===== config.mk =====
export PLATFORM = sky130hd
export DESIGN_NAME = spram256x128_arb
export DESIGN_NICKNAME = d
export VERILOG_FILES = /design/src/rtl/spram256x128_arb.sv
export SDC_FILE = /design/constraint.sdc
export NUM_CORES = 1
export LEC_CHECK = 0
export CORE_AREA = 3 3 328 330
export DETAILED_ROUTE_END_ITERATION = 8
export DIE_AREA = 0 0 331 333
export PLACE_DENSITY = 0.34
export SLEW_MARGIN = 30
export SYNTH_ARGS = -nofsm -noshare
export SYNTH_HDL_FRONTEND = slang
export SYNTH_SLANG_ARGS = --single-unit

===== constraint.sdc =====
create_clock -name clk -period 2.73 [get_ports clk]
set_input_delay 0.6825 -clock clk [delete_from_list [all_inputs] [get_ports clk]]
set_output_delay 0.6825 -clock clk [all_outputs]
set_load 0.005 [all_outputs]

===== src/rtl/spram256x128_arb.sv =====
// Round-robin two-port sequencer for a 256x128 single-port SRAM, optional post-reset zero-fill sweep.
// Read latency 1 cycle (2 with SPRAM_ARB_RSP_REG_EN); requests stall on req_ready, responses never stall.
module spram256x128_arb #(
    parameter int ADDR_W      = 8,
    parameter int DATA_W      = 128,
    parameter int BE_W        = DATA_W / 8,
    parameter int INIT_ON_RST = 1
) (
    input  logic              clk,
    input  logic              rst_n,
    input  logic              p0_req_valid,
    output logic              p0_req_ready,
    input  logic              p0_req_we,
    input  logic [ADDR_W-1:0] p0_req_addr,
    input  logic [DATA_W-1:0] p0_req_wdata,
    input  logic [BE_W-1:0]   p0_req_bweb,
    output logic              p0_rsp_valid,
    output logic [DATA_W-1:0] p0_rsp_rdata,
    input  logic              p1_req_valid,
    output logic              p1_req_ready,
    input  logic              p1_req_we,
    input  logic [ADDR_W-1:0] p1_req_addr,
    input  logic [DATA_W-1:0] p1_req_wdata,
    input  logic [BE_W-1:0]   p1_req_bweb,
    output logic              p1_rsp_valid,
    output logic [DATA_W-1:0] p1_rsp_rdata,
    output logic              ram_ceb,
    output logic              ram_web,
    output logic [ADDR_W-1:0] ram_a,
    output logic [DATA_W-1:0] ram_d,
    output logic [BE_W-1:0]   ram_bweb,
    input  logic [DATA_W-1:0] ram_q,
    output logic              init_done
);
    typedef enum logic {S_INIT = 1'b0, S_RUN = 1'b1} state_t;

    localparam logic [ADDR_W-1:0] CNT_LAST  = {ADDR_W{1'b1}};
    localparam state_t            RST_STATE = (INIT_ON_RST != 0) ? S_INIT : S_RUN;
    localparam logic              RST_DONE  = (INIT_ON_RST != 0) ? 1'b0 : 1'b1;

    state_t            state_q, state_d;
    logic [ADDR_W-1:0] init_cnt_q, init_cnt_d;
    logic              init_done_q, init_done_d;
    logic              last_gnt_q, last_gnt_d;
    logic              pend_vld_q, pend_port_q;
    logic              run, gnt0, gnt1, rd_acc;

    always_ff @(posedge clk or negedge rst_n) begin
        if (!rst_n) begin
            state_q     <= RST_STATE;
            init_cnt_q  <= '0;
            init_done_q <= RST_DONE;
            last_gnt_q  <= 1'b1;
            pend_vld_q  <= 1'b0;
            pend_port_q <= 1'b0;
        end else begin
            state_q     <= state_d;
            init_cnt_q  <= init_cnt_d;
            init_done_q <= init_done_d;
            last_gnt_q  <= last_gnt_d;
            pend_vld_q  <= rd_acc;
            pend_port_q <= gnt1;
        end
    end

    always_comb begin
        state_d     = state_q;
        init_cnt_d  = init_cnt_q;
        init_done_d = init_done_q;
        last_gnt_d  = last_gnt_q;
        case (state_q)
            S_INIT: begin
                // Counter parks at the last address; the sweep never wraps.
                if (init_cnt_q == CNT_LAST) begin
                    state_d     = S_RUN;
                    init_done_d = 1'b1;
                end else begin
                    init_cnt_d = init_cnt_q + 1'b1;
                end
            end
            default: begin
                if (gnt1) begin
                    last_gnt_d = 1'b1;
                end else if (gnt0) begin
                    last_gnt_d = 1'b0;
                end
            end
        endcase
    end

    always_comb begin
        // Gating with rst_n keeps every pin at its idle value while reset is held.
        run      = (state_q == S_RUN) && rst_n;
        gnt0     = run && p0_req_valid && (!p1_req_valid || last_gnt_q);
        gnt1     = run && p1_req_valid && (!p0_req_valid || !last_gnt_q);
        rd_acc   = (gnt0 && !p0_req_we) || (gnt1 && !p1_req_we);
        ram_ceb  = 1'b1;
        ram_web  = 1'b1;
        ram_a    = '0;
        ram_d    = '0;
        ram_bweb = '1;
        if (rst_n && (state_q == S_INIT)) begin
            ram_ceb  = 1'b0;
            ram_web  = 1'b0;
            ram_a    = init_cnt_q;
            ram_bweb = '0;
        end else if (gnt0) begin
            ram_ceb  = 1'b0;
            ram_web  = !p0_req_we;
            ram_a    = p0_req_addr;
            ram_d    = p0_req_wdata;
            ram_bweb = p0_req_we ? p0_req_bweb : '1;
        end else if (gnt1) begin
            ram_ceb  = 1'b0;
            ram_web  = !p1_req_we;
            ram_a    = p1_req_addr;
            ram_d    = p1_req_wdata;
            ram_bweb = p1_req_we ? p1_req_bweb : '1;
        end
    end

    assign p0_req_ready = gnt0;
    assign p1_req_ready = gnt1;
    assign init_done    = init_done_q;

`ifdef SPRAM_ARB_RSP_REG_EN
    // Second read-tracking stage: ram_q captured, tag carried alongside.
    logic              rsp0_vld_q, rsp1_vld_q;
    logic [DATA_W-1:0] rsp0_dat_q, rsp1_dat_q;

    always_ff @(posedge clk or negedge rst_n) begin
        if (!rst_n) begin
            rsp0_vld_q <= 1'b0;
            rsp1_vld_q <= 1'b0;
            rsp0_dat_q <= '0;
            rsp1_dat_q <= '0;
        end else begin
            rsp0_vld_q <= pend_vld_q && !pend_port_q;
            rsp1_vld_q <= pend_vld_q && pend_port_q;
            if (pend_vld_q && !pend_port_q) rsp0_dat_q <= ram_q;
            if (pend_vld_q && pend_port_q)  rsp1_dat_q <= ram_q;
        end
    end

    assign p0_rsp_valid = rsp0_vld_q;
    assign p1_rsp_valid = rsp1_vld_q;
    assign p0_rsp_rdata = rsp0_dat_q;
    assign p1_rsp_rdata = rsp1_dat_q;
`else
    // ram_q passes straight through on the pulse; hold registers keep the last value otherwise.
    logic [DATA_W-1:0] hold0_q, hold1_q;

    always_ff @(posedge clk or negedge rst_n) begin
        if (!rst_n) begin
            hold0_q <= '0;
            hold1_q <= '0;
        end else begin
            if (pend_vld_q && !pend_port_q) hold0_q <= ram_q;
            if (pend_vld_q && pend_port_q)  hold1_q <= ram_q;
        end
    end

    assign p0_rsp_valid = pend_vld_q && !pend_port_q;
    assign p1_rsp_valid = pend_vld_q && pend_port_q;
    assign p0_rsp_rdata = p0_rsp_valid ? ram_q : hold0_q;
    assign p1_rsp_rdata = p1_rsp_valid ? ram_q : hold1_q;
`endif

endmodule


==> impl_metrics.ini <==
[cts]
path_clk_slew_ps = 60
hold_buffers = 0
cts.path.max_buffers = 3
clock_latency_ps = 540
h-tree-depth = 2
cts_tree = built
clock_sinks = 269
clock-root-buffer = clkbuf_16
cts_made_buffers = 36

[global_route]
grt_usage = 0.150
antenna_found_initial = 12
grt_pass1_vias = 14560
overflow = 0
grt_max_degree = 135
grt_first_pass_wirelength_um = 117000

[logic_synthesis]
synth_cells = 1085
synth-edff-count = 0
ys_async_sr_fraction = 1.00
netlist.top_cell.by_area = dfrtp_1
synth.area.top_cells = dfrtp_1 56%, nand2_1 12%, mux2_2 12%
syn-cell-area_mm2 = 0.0119
yosys-top-cells-count = 395 x nand2_1, 268 x dfrtp_1, 135 x a22o_1
ys_types = 39
syn_nets = 1524
yosys_warnings = 0
yosysTopAreaCellShare = 0.561
avgSynthCellArea_um2 = 11.0
ys.flop_type = dfrtp_1
ys_seq_area_frac = 0.564
yosysMostFrequentCell = nand2_1
synth.ff_latch_count = 269

[worst_setup_path]
crit_path_cell_trace = nand2b_4, buf_6, nand4_4, buf_12, buf_12, buf_12, o221a_4, buf_6
reg2reg_slack_ps = 70
crit_path_top_delay_cell = dfstp_2
cpMostUsedCell = buf_12
worstReg2RegEnd = hold0_q[120]$_DFF_PN0_
path_max_fanout = 3
cpPeakStageDelay_ps = 540
critPathKind = reg2out
rr_worst_depth = 19
cp-start-kind = flop
worstPathArrival_ps = 2230
worst_r2r_startpoint = pend_vld_q$_DFF_PN0_
endpoint_kind = primary output
required_ps = 2050

[flow_run]
cap_violations = 0

[detailed_routing]
post_drt_via_cell_ratio = 3.67
drtPass1Iterations = 6
vias = 13611
wl_um = 88000
drc_errors = 0
ant_nets = 0
drt_iter0_markers = 575
wire_per_inst_um = 23.7

[placement]
place.gp.congestion = 0.852
port_buffers = 852
dpl_worst_slack_ps = -727
dp.final_hpwl_um = 66300
dp.cells = 3370
dpl_cell_area_mm2 = 0.0230

[power_and_ir_drop]
ir_drop_uv = 396
pwr_density_cell_mw_per_mm2 = 342
total_power_uw = 9740
leakagePower_uw = 0.0131

[cells_and_area]
num-fill-cells = 11186
multi_input_area_mm2 = 0.00609
area_growth_pct = 139
fin_nets = 2725
register_area_mm2 = 0.00673
drive_gt1_frac = 0.500
final_area_mm2 = 0.0285
fin_util = 0.271
instances_no_fill = 3710

[sta]
postLayoutSetupSlackWorst_ps = -185
timing.final.crit_share = 1.07
tightest_slew_ps = 718
drv_slew = 0
hold_viol = 0
fin_crit_ps = 2910
maxSlewHeadroom = 0.521
finClkSkew_ps = 20.1
fmax_mhz = 343
setup_viol = 206
rsz0062_at_grt = true

[floorplanning]
dieArea_mm2 = 0.110
die_height_um = 333
rows = 119
start_util = 0.114
ios = 853
core_mm2 = 0.105
die_w_um = 331

[min_path]
holdPathStages = 2
min-delay-start = hold0_q[29]$_DFF_PN0_
hp-class = reg2reg
min_to = hold0_q[29]$_DFF_PN0_

[run_status]
violations = setup timing
status = finished with violations
[worst max-delay path by stage]
| stage | startpoint | endpoint | cells after the start |
|---|---|---|---|
| 2_1_floorplan | rst_n | ram_d[100] | 8 |
| 3_3_place_gp | p1_req_valid | ram_a[5] | 6 |
| 3_5_place_dp | p1_req_valid | ram_d[22] | 8 |
| 4_1_cts | last_gnt_q$_DFFE_PN1P_ | ram_d[34] | 10 |
| 5_1_grt | last_gnt_q$_DFFE_PN1P_ | ram_d[13] | 9 |
| 6_report | last_gnt_q$_DFFE_PN1P_ | ram_bweb[10] | 8 |
[cells in the final DEF, fill, tap and decap left out, types with 32 or more instances in the layout]
cell / netlist / layout
nand2_1: 395 / 271
nand2_2: 0 / 90
nand2_4: 0 / 33
clkdlybuf4s50_1: 0 / 436
a22o_1: 135 / 107
buf_2: 27 / 114
dfrtp_1: 268 / 268
buf_4: 6 / 183
clkbuf_16: 0 / 43
buf_8: 0 / 32
mux2_4: 0 / 116
clkbuf_2: 1 / 62
buf_12: 0 / 60
buf_6: 16 / 312
[area by class of cell]
type	count	area share
repair buffers	1244	0.446
flip-flops and latches	269	0.236
multi-input cells	732	0.214
well taps	1391	0.0611
clock buffers	53	0.0360
clock inverters	8	0.00430
inverters	3	0.00119
diodes	10	0.000878
[through the flow]
stage / TNS, ps / hold slack (ps)
final: -12290 / 464
after global routing: -38440 / 475
after floorplan: 0 / 387
after CTS: -48070 / 465
after global placement: -87360 / 457
after detailed placement: -88200 / 457
[worst max-delay path, delay by kind of cell, from the launching register on]
family / cells / cell delay, ps
simple gates: 2 / 260
flops: 1 / 540
buf+inv: 5 / 630
compound gates: 1 / 250
[cell families (layout without fill, tap and decap cells)]
kind of cell	count (synthesis)	count (layout)	share of synthesized area
AO/OA/AOI/OAI	183	183	0.132
XOR/XNOR	1	1	0.000733
adder cells (fa/ha/maj)	1	1	0.00105
buffers and inverters	84	1308	0.0413
flip-flops	269	269	0.564
multiplexers	131	131	0.124
other	0	10	0
AND/OR/NAND/NOR	416	416	0.138
[registers in the layout (all words and copies together) (netlist names)]
signal	cells
pend_vld_q	1
init_cnt_q	8
state_q	1
hold1_q	128
init_done	1
hold0_q	128
last_gnt_q	1
pend_port_q	1
[power by group]
group	internal, µW	switching, µW	leakage, µW
Combinational	638	378	0.00946
Sequential	3990	0	0.00307
Clock	2880	1850	0.000562
Total	7510	2230	0.0131
[routing by layer]
layer / vias up / GRT usage / share of wire
li1: 6196 / - / -
met1: 6777 / 0.156 / 0.35
met2: 537 / 0.291 / 0.55
met3: 95 / 0.0408 / 0.073
met4: 6 / 0.0383 / 0.026
met5: - / 0 / 0.00047
[timing repair]
item / 4_1_cts / 5_1_grt
buffers inserted: 179 / 106
gates resized for setup: 1758 / 583
pin swaps: 112 / 116
setup endpoints to repair: 412 / 390
gates cloned: 29 / 7
hold endpoints to repair: 0 / 0
No activity file was read; power rests on OpenSTA's default activity.
